File: src/rtl/axi_lite_master_bridge.sv
// axi_lite_master_bridge: turns single host requests into AXI-Lite read/write
// transactions, one outstanding at a time, with a watchdog that aborts a
// transaction if the slave stops responding.
//
// Handshakes: every channel here (host req/rsp and AXI AW/W/B/AR/R) transfers
// on a rising clock edge where valid && ready are both high. Once a valid is
// raised, it and its payload stay unchanged until that transfer, unless the
// watchdog aborts or reset is asserted. Valid never waits on ready.
module axi_lite_master_bridge #(
  parameter int ADDR_WIDTH     = 32,
  parameter int TIMEOUT_CYCLES = 1024,
  parameter int TO_WIDTH       = 16
) (
  input  logic                  M_AXI_ACLK,
  input  logic                  M_AXI_ARESET,
  // host request / response
  input  logic                  req_valid,
  output logic                  req_ready,
  input  logic                  req_we,
  input  logic [ADDR_WIDTH-1:0] req_addr,
  input  logic [31:0]           req_wdata,
  input  logic [3:0]            req_wstrb,
  output logic                  rsp_valid,
  input  logic                  rsp_ready,
  output logic [31:0]           rsp_rdata,
  output logic [1:0]            rsp_resp,
  output logic                  rsp_timeout,
  output logic                  busy,
  output logic [2:0]            state_dbg,
  // AXI-Lite write channels
  output logic [ADDR_WIDTH-1:0] M_AXI_AWADDR,
  output logic                  M_AXI_AWVALID,
  input  logic                  M_AXI_AWREADY,
  output logic [31:0]           M_AXI_WDATA,
  output logic [3:0]            M_AXI_WSTRB,
  output logic                  M_AXI_WVALID,
  input  logic                  M_AXI_WREADY,
  input  logic [1:0]            M_AXI_BRESP,
  input  logic                  M_AXI_BVALID,
  output logic                  M_AXI_BREADY,
  // AXI-Lite read channels
  output logic [ADDR_WIDTH-1:0] M_AXI_ARADDR,
  output logic                  M_AXI_ARVALID,
  input  logic                  M_AXI_ARREADY,
  input  logic [31:0]           M_AXI_RDATA,
  input  logic [1:0]            M_AXI_RRESP,
  input  logic                  M_AXI_RVALID,
  output logic                  M_AXI_RREADY
);

  typedef enum logic [2:0] {
    IDLE  = 3'd0,
    WRITE = 3'd1,
    WRESP = 3'd2,
    READ  = 3'd3,
    RDATA = 3'd4,
    RESP  = 3'd5
  } state_t;

  // Counter value at which the next active cycle completes TIMEOUT_CYCLES.
  localparam logic [TO_WIDTH-1:0] TO_LAST =
    TO_WIDTH'((TIMEOUT_CYCLES > 0) ? TIMEOUT_CYCLES - 1 : 0);

  state_t              state;
  logic                aw_done;
  logic                w_done;
  logic [TO_WIDTH-1:0] wd_cnt;

  logic aw_fire;
  logic w_fire;
  logic aw_done_n;
  logic w_done_n;
  logic timeout_hit;

  // Channel completion flags for the independent AW and W handshakes.
  assign aw_fire   = M_AXI_AWVALID && M_AXI_AWREADY;
  assign w_fire    = M_AXI_WVALID && M_AXI_WREADY;
  assign aw_done_n = aw_done || aw_fire;
  assign w_done_n  = w_done || w_fire;

  // Watchdog fires on the cycle that would make the active time reach the limit.
  assign timeout_hit = (TIMEOUT_CYCLES != 0) && (wd_cnt == TO_LAST);

  assign req_ready = (state == IDLE);
  assign busy      = (state != IDLE);
  assign state_dbg = state;

  // Transaction sequencer: all AXI and response outputs are registered here.
  always_ff @(posedge M_AXI_ACLK or posedge M_AXI_ARESET) begin
    if (M_AXI_ARESET) begin
      state         <= IDLE;
      aw_done       <= 1'b0;
      w_done        <= 1'b0;
      wd_cnt        <= '0;
      rsp_valid     <= 1'b0;
      rsp_rdata     <= '0;
      rsp_resp      <= '0;
      rsp_timeout   <= 1'b0;
      M_AXI_AWADDR  <= '0;
      M_AXI_AWVALID <= 1'b0;
      M_AXI_WDATA   <= '0;
      M_AXI_WSTRB   <= '0;
      M_AXI_WVALID  <= 1'b0;
      M_AXI_BREADY  <= 1'b0;
      M_AXI_ARADDR  <= '0;
      M_AXI_ARVALID <= 1'b0;
      M_AXI_RREADY  <= 1'b0;
    end else begin
      case (state)
        IDLE: begin
          if (req_valid) begin
            wd_cnt <= '0;
            if (req_we) begin
              M_AXI_AWADDR  <= req_addr;
              M_AXI_WDATA   <= req_wdata;
              M_AXI_WSTRB   <= req_wstrb;
              M_AXI_AWVALID <= 1'b1;
              M_AXI_WVALID  <= 1'b1;
              aw_done       <= 1'b0;
              w_done        <= 1'b0;
              state         <= WRITE;
            end else begin
              M_AXI_ARADDR  <= req_addr;
              M_AXI_ARVALID <= 1'b1;
              state         <= READ;
            end
          end
        end

        WRITE, WRESP, READ, RDATA: begin
          wd_cnt <= wd_cnt + 1'b1;
          if (timeout_hit) begin
            // Abort wins over any handshake completing in this same cycle.
            M_AXI_AWVALID <= 1'b0;
            M_AXI_WVALID  <= 1'b0;
            M_AXI_BREADY  <= 1'b0;
            M_AXI_ARVALID <= 1'b0;
            M_AXI_RREADY  <= 1'b0;
            rsp_timeout   <= 1'b1;
            rsp_resp      <= 2'b10;
            rsp_rdata     <= '0;
            rsp_valid     <= 1'b1;
            state         <= RESP;
          end else if (state == WRITE) begin
            if (aw_fire) M_AXI_AWVALID <= 1'b0;
            if (w_fire)  M_AXI_WVALID  <= 1'b0;
            aw_done <= aw_done_n;
            w_done  <= w_done_n;
            if (aw_done_n && w_done_n) begin
              M_AXI_BREADY <= 1'b1;
              state        <= WRESP;
            end
          end else if (state == WRESP) begin
            if (M_AXI_BVALID) begin
              M_AXI_BREADY <= 1'b0;
              rsp_resp     <= M_AXI_BRESP;
              rsp_rdata    <= '0;
              rsp_timeout  <= 1'b0;
              rsp_valid    <= 1'b1;
              state        <= RESP;
            end
          end else if (state == READ) begin
            if (M_AXI_ARREADY) begin
              M_AXI_ARVALID <= 1'b0;
              M_AXI_RREADY  <= 1'b1;
              state         <= RDATA;
            end
          end else begin
            if (M_AXI_RVALID) begin
              M_AXI_RREADY <= 1'b0;
              rsp_rdata    <= M_AXI_RDATA;
              rsp_resp     <= M_AXI_RRESP;
              rsp_timeout  <= 1'b0;
              rsp_valid    <= 1'b1;
              state        <= RESP;
            end
          end
        end

        RESP: begin
          if (rsp_ready) begin
            rsp_valid   <= 1'b0;
            rsp_timeout <= 1'b0;
            state       <= IDLE;
          end
        end

        default: state <= IDLE;
      endcase
    end
  end

endmodule

File: config.mk
export PLATFORM = sky130hd
export DESIGN_NAME = axi_lite_master_bridge
export DESIGN_NICKNAME = d
export VERILOG_FILES = /design/src/rtl/axi_lite_master_bridge.sv
export SDC_FILE = /design/constraint.sdc
export NUM_CORES = 1
export LEC_CHECK = 0
export ABC_AREA = 1
export ABC_CLOCK_PERIOD_IN_PS = 11700
export CAP_MARGIN = 5
export CORE_ASPECT_RATIO = 2
export CORE_MARGIN = 2
export CORE_UTILIZATION = 35
export DETAILED_ROUTE_END_ITERATION = 8
export HOLD_SLACK_MARGIN = 0.06
export PLACE_DENSITY = 0.75
export SETUP_SLACK_MARGIN = 0.15
export SLEW_MARGIN = 5
export SYNTH_ARGS = -nofsm -noshare
export SYNTH_HDL_FRONTEND = slang
export SYNTH_SLANG_ARGS = --single-unit
File: constraint.sdc
create_clock -name M_AXI_ACLK -period 11.7 [get_ports M_AXI_ACLK]
set_clock_uncertainty 0.15 [all_clocks]
set_input_delay 2.34 -clock M_AXI_ACLK [delete_from_list [all_inputs] [get_ports M_AXI_ACLK]]
set_output_delay 2.34 -clock M_AXI_ACLK [all_outputs]
set_load 0.05 [all_outputs]
# [Yosys cells after proc, flatten, opt, wreduce, memory -nomap -nowiden]
# Index checks and enable logic that the tools add are counted.
# Widths: inputs -> output; s select.
[op_classes] bitwise=1 n_mux=76 n_eq_ne=32 n_addsub=1 n_reduce_logical=26
[ops] cell="$mux 32" count=6
[ops] cell="$mux 1" count=43
[ops] cell="$pmux 16 s2" count=1
[ops] cell="$mux 3" count=10
[ops] cell="$ne 3x3->1 const B" count=10
[ops] cell="$reduce_and 5->1" count=5
[ops] cell="$add 16x1->16 const B" count=1
[ops] cell="$eq 16x10->1 const B" count=1
[ops] cell="$mux 16" count=1
[ops] cell="$ne 4x4->1 const B" count=4
[ops] cell="$reduce_bool 3->1" count=5
[ops] cell="$mux 2" count=7
[ops] cell="$ne 2x2->1 const B" count=7
[ops] cell="$pmux 1 s2" count=7
[ops] cell="$ne 6x6->1 const B" count=2
[ops] cell="$reduce_and 6->1" count=2
[ops] cell="$pmux 3 s3" count=1
[ops] cell="$reduce_and 7->1" count=1
[ops] cell="$eq 3x2->1 const B" count=2
[ops] cell="$eq 3x3->1 const B" count=2
[ops] cell="$reduce_and 3->1" count=2
[ops] cell="$ne 5x5->1 const B" count=1
[ops] cell="$reduce_and 4->1" count=1
[ops] cell="$reduce_bool 2->1" count=2
[ops] cell="9 further kinds" count=12
[word_totals] in_bits=114 regBits=162 output_inout_bits=146 elab_cells=153

# [Longest topological paths before layout]
[logic_depth] word_depth=7 mapped_depth=12 ltp_nobuf=12

# [Least setup slack after synthesis]
# OpenSTA, ideal clock, no wires.
[synth_path] path_type="register to output" startpoint="register state[0], in the netlist state_dbg[0]" endpoint="output port req_ready" t_arrival_ns=1.460 path_buffers=1 setup_slack_ns=7.750 required_time_ns=9.210 stages_incl_launch_ff=5 cell_sequence="dfrtp_1 > buf_4 > nor2_4 > nand2_4 > inv_1"
[synth_via] elab_chain_cells=1
[synth_lines] item="from (decl)" line_no="64" text="state_t state;"
[synth_lines] item="from (signal assigned)" line_no="91" text="state <= IDLE;"
[synth_lines] item="from (signal assigned)" line_no="121" text="state <= WRITE;"
[synth_lines] item="from (signal assigned)" line_no="125" text="state <= READ;"
[synth_lines] item="$logic_not 3->1" line_no="84" text="assign req_ready = (state == IDLE);"
[synth_lines] item="to (decl)" line_no="18" text="output logic req_ready,"
# Every way passes these cells.

# [Worst setup path after layout]
# Same ends and word-level chain as after synthesis.

==> results <==
- The largest total area in the synthesized netlist belongs to sky130_fd_sc_hd__dfrtp_1.
- The run finished with clean final reports.
- The number of global-route vias before repair is 6070.
- The tightest hold path in the finished design has a slack of 318.1 ps.
- The clock slew at the register clock pins of the worst setup and hold paths is 60 ps.
- The buffers inserted during post-CTS setup optimization is 0.
- For this design the static power due to leakage is 4.897 nW.
- Data on the critical path is required at its endpoint by 9210 ps.
- The number of instances in the synthesized netlist is 786.
- TritonCTS built the clock tree.
- The global placement routability congestion is 0.8618.
- Timing would allow up to 214.9 MHz.
- The overall routed net length is 19700 um.
- The post-synthesis average cell area is 8.797 sq um.
- The maximum clock insertion buffer count is 2.
- The routed wirelength normalized by instance count is 15.09 um.
- Clock tree synthesis found a total of 162 sinks.
- The synthesis-to-finish area growth is 48.41%.
- Once detail routing completed, the nets flagged for antenna violations numbered 0.
- The starting DRC count in detailed routing is 215.
- The number of antenna violations at the first check in global routing is 0.
- At the end of the flow the core is filled with cells to 52.98%.
- The number of nets at the end of the flow is 1148.
- The placement row count is 72.
- The share of flip-flops with an asynchronous set or reset after synthesis is 100.0%.
- sky130_fd_sc_hd__nand2_1 is the most common cell in the netlist.
- By area the synthesized netlist is led by sky130_fd_sc_hd__dfrtp_1, sky130_fd_sc_hd__nand2_1, sky130_fd_sc_hd__o21ai_0.
- The first TritonRoute pass finished after 4 iterations.
- The fraction of layout cells with a size suffix above 1 is 6.692%.
- For the finished layout, the period the worst path requires is 4653 ps.
- The worst vdd rail ir drop is 0.1982 mV.
- For this configuration, the core starts out at a cell density of 35.70%.
- For this run the aggregate overflow at the end of global routing stands at 0.
- The wire-length estimate of the detail-placed layout is 14200 um.
- The worst setup path is launched from a flip-flop.
- The total CTS buffers is 17.
- The most used flip-flop cell after synthesis is sky130_fd_sc_hd__dfrtp_1.
- The class of the tightest hold or removal check is flip-flop to flip-flop.
- The count of yosys warnings during synthesis is 0.
- The final number of max-transition violations is 0.
- Port buffering added 259 buffers.
- In the final timing run, aggregate negative setup slack is 0 ps.
- The worst setup path is captured at a primary output.
- In this run the count of I/O pins placed on the die edge is 260.
- CTS placed an instance of sky130_fd_sc_hd__clkbuf_16 at the clock tree root.
- After clock tree synthesis, the repair step resized 0 gates.
- For the pin with the worst max-slew slack, the measured transition is 1021 ps.
- Setup violations remaining at the end of the flow were counted as 0.
- The number of fillers in the final layout is 1780.
- The share of synthesized area in the top cell type comes to 58.63%.
- At the worst endpoint, the arrival time is 2160 ps.
- For this run, the total global-route usage over all layers was measured as 19.10%.
- By count the netlist is led by sky130_fd_sc_hd__nand2_1, sky130_fd_sc_hd__dfrtp_1, sky130_fd_sc_hd__o21ai_0.
- At the later pin of the worst-skew pair, clock insertion delay measures 430 ps.
- The number of antenna diodes in the final layout is 0.
- Sequential elements use 58.63% of the synthesized area.
- In this run the vertical extent of the chip is 202.8 um.
- The flip-flop and latch count after synthesis is 162.
- The post-detailed-route DRC marker count is 0.
- The relative slew slack is 31.93%.
- The H-tree was split into 4 levels.
- For this block, the via count after detailed routing is 5965.
- The finished cells cover 10260 sq um.
- From left edge to right edge, the die measures 103.4 um.
- Power spread over the standard cell area amounts to 336.3 nW/um^2.
- After detailed routing, the number of vias per cell comes to 4.571.
- Max-cap violations in this run came to 0.
- Along the worst path, the maximum fanout reaches 9.
- The pin count of the biggest net entering global routing is 92.
- The number of hold-slack violations in the final timing report is 0.
- The die covers 20960 sq um.
- After clock tree synthesis, the flow added hold-fix buffers numbering 0.
- The final clock period utilization by the worst path is 39.77%.
- The number of library cell types mapped by synthesis is 34.
- The synthesized net count is 901.
- The startpoint-to-endpoint class of the critical path is flip-flop to primary output.
- The number of synthesized flops with an enable pin is 0.
- The floorplan core area is 19370 sq um.
- The wire length of the first global-routing pass is 30440 um.
- The post-place instance area is 9654 sq um.
- The synthesized netlist occupies a cell area of 6914 sq um.
- Setup repair after global routing left no endpoint under its margin.
## cell families after synthesis
logic type | after synthesis | share of synthesized area (%)
and+or+nand+nor | 389 | 23.33
xor gates and xnor gates | 8 | 1.013
adders and majority gates | 1 | 0.1809
AOI/OAI and AO/OA | 115 | 8.704
buffers and inverters | 102 | 6.677
muxes | 9 | 1.466
DFF | 162 | 58.63
## cell type report
class | count | area [sq um] | area share, %
clock buffers | 24 | 481.7 | 4.695
flip-flops and latches | 162 | 4054 | 39.51
inverters | 68 | 260.3 | 2.536
repair buffers | 262 | 2615 | 25.48
well taps | 259 | 324.1 | 3.158
multi-input cells | 522 | 2401 | 23.40
clock inverters | 8 | 125.1 | 1.219
## flip-flops by register name (all words and copies together) (netlist names)
register	flops
M_AXI_ARVALID	1
rsp_valid	1
M_AXI_BREADY	1
rsp_resp	2
w_done	1
M_AXI_RREADY	1
state_dbg	3
M_AXI_WSTRB	4
M_AXI_WVALID	1
M_AXI_AWVALID	1
aw_done	1
rsp_rdata	32
wd_cnt	16
M_AXI_AWADDR	32
rsp_timeout	1
M_AXI_WDATA	32
M_AXI_ARADDR	32
## power breakdown
part           internal (W)  total [W]  switching, W  leakage, nW
logic              0.000593    0.00191       0.00132         2.55
clock network      0.000353   0.000579      0.000226        0.295
registers          0.000807   0.000958      0.000151         2.05
total               0.00175    0.00345       0.00170         4.90
## per-layer routing
metal  wire length [um]  track usage (%)  vias to the layer above
met5                  0                0                        -
met4               1119            12.12                        0
met1               6824            19.06                     2733
met3                974            5.164                       62
met2              10780            33.59                      212
li1                   -                -                     2958
## layout by cell type (no fill, tap or decap), types with 3 or more instances in the layout
cell,instances
sky130_fd_sc_hd__nand2_1,316
sky130_fd_sc_hd__clkdlybuf4s50_1,259
sky130_fd_sc_hd__dfrtp_1,162
sky130_fd_sc_hd__o21ai_0,82
sky130_fd_sc_hd__inv_1,58
sky130_fd_sc_hd__nor2_1,23
sky130_fd_sc_hd__nand3_1,20
sky130_fd_sc_hd__o21ai_1,17
sky130_fd_sc_hd__clkbuf_16,17
sky130_fd_sc_hd__inv_2,9
sky130_fd_sc_hd__mux2_2,9
sky130_fd_sc_hd__nor3_1,9
sky130_fd_sc_hd__xor2_1,7
sky130_fd_sc_hd__a21oi_1,6
sky130_fd_sc_hd__nor2_4,5
sky130_fd_sc_hd__o22ai_1,4
sky130_fd_sc_hd__clkbuf_1,4
sky130_fd_sc_hd__nand4_1,3
sky130_fd_sc_hd__o21ai_2,3
sky130_fd_sc_hd__bufinv_16,3
sky130_fd_sc_hd__clkbuf_8,3
sky130_fd_sc_hd__buf_4,3
## stage by stage
step | std cells | worst slack [ps] | power (W)
floorplan | 786 | 4833 | 0.002237
global placement | 1273 | 6897 | 0.002861
detailed placement | 1273 | 6847 | 0.002888
CTS | 1305 | 7016 | 0.003484
global route | 1305 | 6942 | 0.003636
finish | 1305 | 7047 | 0.003451
## path summary, 6_finish.rpt
kind	start	end	slack (ps)	depth (start not counted)
worst min register to register	M_AXI_WDATA[31]	M_AXI_WDATA[31]	320	2
max in group asynchronous	M_AXI_ARESET	aw_done	7590	3
worst min-delay path	M_AXI_WDATA[31]	M_AXI_WDATA[31]	320	2
worst max-delay path	state_dbg[0]	req_ready	7050	4
worst max register to register	wd_cnt[0]	rsp_rdata[18]	8950	8
min in group asynchronous	M_AXI_ARESET	w_done	2270	2
## worst max-delay path, stage by stage, from the launching register on
cell and delay, ps:
sky130_fd_sc_hd__dfrtp_1 520, sky130_fd_sc_hd__nor2_4 190, sky130_fd_sc_hd__nand2_4 100, sky130_fd_sc_hd__inv_1 100, sky130_fd_sc_hd__clkdlybuf4s50_1 810
(Power assumes the default switching activity.)
==> patch 1, RTL diff (same flow settings) <==
Change the parameter `TO_WIDTH` from 16 to 24.
--- a/src/rtl/axi_lite_master_bridge.sv
+++ b/src/rtl/axi_lite_master_bridge.sv
@@ -9,7 +9,7 @@
 module axi_lite_master_bridge #(
   parameter int ADDR_WIDTH     = 32,
   parameter int TIMEOUT_CYCLES = 1024,
-  parameter int TO_WIDTH       = 16
+  parameter int TO_WIDTH       = 24
 ) (
   input  logic                  M_AXI_ACLK,
   input  logic                  M_AXI_ARESET,
Function: not settled (the Yosys comparison gave no result); the edit may change what the design does.
==> patch 1 against the unedited design <==
Total power fell by 2.0%; count of clock-buffer cells in the layout fell by 5; sequential cell count rose by 8; clock power fell by 5.9%; sequential power rose by 1%; setup slack improved by 1.6 ps; fmax barely moved; die area rose by 7.3%; routed wire length rose by 5.7%; design area rose by 5.2%; synthesized area rose by 7.5%; worst hold slack barely moved; non-clock buffer count did not move; critical path type unchanged; critical endpoint unchanged; largest power group unchanged.
==> patch 1: results (changes against the unedited design) <==
outcome: "finished clean"
route.met3.wl_mm: 1.22  # +25%
dp_slack_ps: 6910  # +68.5 ps
synth_mux_area_frac: 0.00757  # -0.00708
wl_met2_mm: 10.8  # +0.43%
grtUsageMet3: 0.0427  # -0.00896
first_global_vias: 6689  # +10%
synth-compound-area-share: 0.0909  # +0.00384
via_per_inst: 4.75  # +4.0%
leakage_nw: 5.14  # +5.0%
dp_hpwl_mm: 15.1  # +6.5%
vdd_drop_max_uv: 202  # +2.1%
synth_area_leaders: "dfrtp_1 57%, nand2_1 16%, o21ai_0 6.7%"
met2_usage: 0.332  # -0.00378
wl_per_cell_um: 14.8  # -2.2%
ff2ff_setup_slack_ps: 8050  # -900 ps
use_met1: 0.208  # +0.0172
grt_start_max_net_pins: 96  # +4.3%
nets: 1244  # +8.4%
netlist_instances: 886  # +13%
layout-drive-gt1-share: 0.0578  # -0.00913
nFillCells: 1915  # +7.6%
syn-num-nets: 1001  # +11%
stdcell_count: 1411  # +8.1%
grtUsageTotal: 0.187  # -0.00395
slowest_delay_ps: 850  # +40 ps
ys_types: 33  # -2.9%
synth_seq_area_share: 0.572  # -0.0141
layout_setup_ws_ps: 7050  # +1.65 ps
worstMarginPinSlew_ps: 1040  # +17.2 ps
patch 1: cell count changes in the layout (fill, tap and decap cells not counted), sizes merged, moves of 3 or more:
| cell | change |
|---|---|
| xor2 | -5 |
| nor2 | +16 |
| mux2 | -4 |
| nand3 | +59 |
| a21oi | +6 |
| inv | +18 |
| nand4 | +3 |
| bufinv | -3 |
| dfrtp | +8 |
| o21ai | +9 |
| clkbuf | -5 |
| nand2 | -10 |
patch 1: worst paths after layout:
kind / startpoint / endpoint / cells past startpoint
max in group asynchronous: M_AXI_ARESET / wd_cnt[7]$_DFFE_PP0P_ / 3
max: state_dbg[0]$_DFFE_PP0P_ / req_ready / 4
min: M_AXI_WDATA[14]$_DFFE_PP0P_ / M_AXI_WDATA[14]$_DFFE_PP0P_ / 2
max reg2reg: wd_cnt[0]$_DFFE_PP0P_ / rsp_rdata[13]$_DFFE_PP0P_ / 7
min in group asynchronous: M_AXI_ARESET / M_AXI_ARADDR[10]$_DFFE_PP0P_ / 2
min reg2reg: M_AXI_WDATA[14]$_DFFE_PP0P_ / M_AXI_WDATA[14]$_DFFE_PP0P_ / 2
patch 1: final cells by class:
cell class                      instances  area share
Clock buffer                           19      0.0410
Clock inverter                         13      0.0117
Multi-Input combinational cell        598       0.252
Inverter                               80      0.0283
Sequential cell                       170       0.394
Tap cell                              269      0.0312
Timing Repair Buffer                  262       0.242
patch 1: metrics by stage:
stage	power [mW]	util
after global placement	2.83	0.489
after floorplan	2.21	-
after CTS	3.41	0.516
after global routing	3.57	0.516
final	3.38	0.516
after detailed placement	2.85	0.489
patch 1: power by group:
group          total [mW]  internal, mW  switching (mW)  leakage (nW)
Sequential          0.968         0.826           0.142          2.16
Combinational        1.87         0.577            1.29          2.70
Clock               0.545         0.288           0.257         0.274
==> patch 2, RTL diff (same flow settings) <==
Without the edit above. Make the reset (`M_AXI_ARESET`) synchronous in one clocked block.
--- a/src/rtl/axi_lite_master_bridge.sv
+++ b/src/rtl/axi_lite_master_bridge.sv
@@ -86,7 +86,7 @@
   assign state_dbg = state;
 
   // Transaction sequencer: all AXI and response outputs are registered here.
-  always_ff @(posedge M_AXI_ACLK or posedge M_AXI_ARESET) begin
+  always_ff @(posedge M_AXI_ACLK) begin
     if (M_AXI_ARESET) begin
       state         <= IDLE;
       aw_done       <= 1'b0;
Behaviour: not the same (a bounded check fails within 4 cycles, from zero or initial values and one cycle with M_AXI_ARESET high; the reset may be asserted at any time).
==> patch 2 against the unedited design <==
Synthesized cell count up 16%; sequential power down 14%; largest cell class unchanged; worst hold slack worse by 10 ps; synthesized area down 0.38%; critical path depth up 6; setup slack worse by 390 ps; highest routed layer unchanged; routed wire length up 7.9%; total power down 11%; die area down 0.37%; sequential cell count unchanged; design area down 1.5%; fmax down 7.6%.
==> patch 2: results (changes against the unedited design) <==
first_global_vias: 6441  # +6.1%
met2_usage: 0.368  # +0.0316
clk_latency_ps: 410  # -20 ps
end_kind: "flip-flop"
grtUsageTotal: 0.202  # +0.0112
nets: 1253  # +9.1%
min_from: "M_AXI_RREADY$_SDFFE_PP0P_"
crit_arrival_ps: 5150  # +2990 ps
crit_fanout: 72  # +63
synth_seq_area_share: 0.471  # -0.115
stdcell_count: 1408  # +7.9%
use_met1: 0.221  # +0.0302
syn-num-nets: 1028  # +14%
wl_mm: 21.3  # +7.9%
grtUsageMet3: 0.0387  # -0.0129
port_buffers: 259  # unchanged
synth_area_leaders: "dfxtp_1 47%, nand3_1 9.2%, nand2_1 8.2%"
r2r-start: "state_dbg[0]$_SDFFE_PP0P_"
layout-drive-gt1-share: 0.111  # +0.0445
reg2reg_depth: 11  # +3
worstMarginPinSlew_ps: 917  # -104 ps
nFillCells: 1869  # +5.0%
dp_hpwl_mm: 15.0  # +5.8%
clk_path_buf_depth: 2  # unchanged
synthFlopType: "dfxtp_1"
netlist_instances: 913  # +16%
gp_congestion: 0.874  # +1.4%
outcome: "finished clean"
ff2ff_setup_slack_ps: 8360  # -590 ps
leakage_nw: 3.88  # -21%
placed_area_sq_um: 9520  # -1.4%
reg2reg_to: "M_AXI_WDATA[12]$_SDFFE_PP0P_"
whs_ps: 308  # -10.1 ps
drt_iter0_markers: 236  # +9.8%
hp-class: "flip-flop to flip-flop"
vdd_drop_max_uv: 146  # -26%
dp_slack_ps: 6240  # -607 ps
grt_start_max_net_pins: 79  # -14%
synthTopCellsByCount: "162 x dfxtp_1, 151 x nand2_1, 134 x nor2_1"
synth-async-reset-ratio: 0  # -1.00
cp-startpoint: "req_valid"
grt_pass1_wl_mm: 33.2  # +9.0%
regArea_sq_um: 3240  # -20%
[patch 2: cell types whose count changed after synthesis, sizes merged, moves of 4 or more]
cell	unedited run	this run
o21ai	102	79
o22ai	4	0
buf	27	33
nand2	319	182
dfxtp	0	162
inv	68	39
nor2	31	148
clkbuf	7	28
xor2	7	2
a21oi	8	91
mux2	9	0
nor3	11	6
dfrtp	162	0
nand3	22	126
[patch 2: kinds of logic (layout without fill, tap and decap cells)]
logic type / after synthesis / after routing / synth area share
buffers and inverters: 101 / 337 / 0.0714
AOI/OAI and AO/OA: 175 / 175 / 0.146
and+or+nand+nor: 472 / 472 / 0.308
DFF: 162 / 162 / 0.471
adders and majority gates: 1 / 1 / 0.00182
xor gates and xnor gates: 2 / 2 / 0.00254
[patch 2: cell type report]
class	count	share of cell area
Multi-Input combinational cell	650	0.312
Sequential cell	162	0.321
Clock inverter	10	0.0135
Timing Repair Buffer	267	0.262
Tap cell	259	0.0321
Clock buffer	20	0.0442
Inverter	40	0.0149
[patch 2: power breakdown]
part | internal [mW] | switching [mW]
logic | 0.526 | 1.16
clock network | 0.338 | 0.217
registers | 0.721 | 0.102
total | 1.58 | 1.48
[patch 2: routing by layer]
| layer | up-vias | wire length [um] | share of wire |
|---|---|---|---|
| met4 | 0 | 668 | 0.031 |
| met2 | 222 | 11600 | 0.55 |
| met1 | 3043 | 7880 | 0.37 |
| met5 | - | 0 | 0 |
| li1 | 3440 | - | - |
| met3 | 42 | 1100 | 0.052 |
[patch 2: critical path, stage by stage]
cell,delay [ps]
clkdlybuf4s50_1,450
inv_1,80
nand2_1,70
nand2_1,260
nor2_4,150
buf_4,600
nand2_2,470
buf_4,440
nand2_1,130
a21oi_1,60
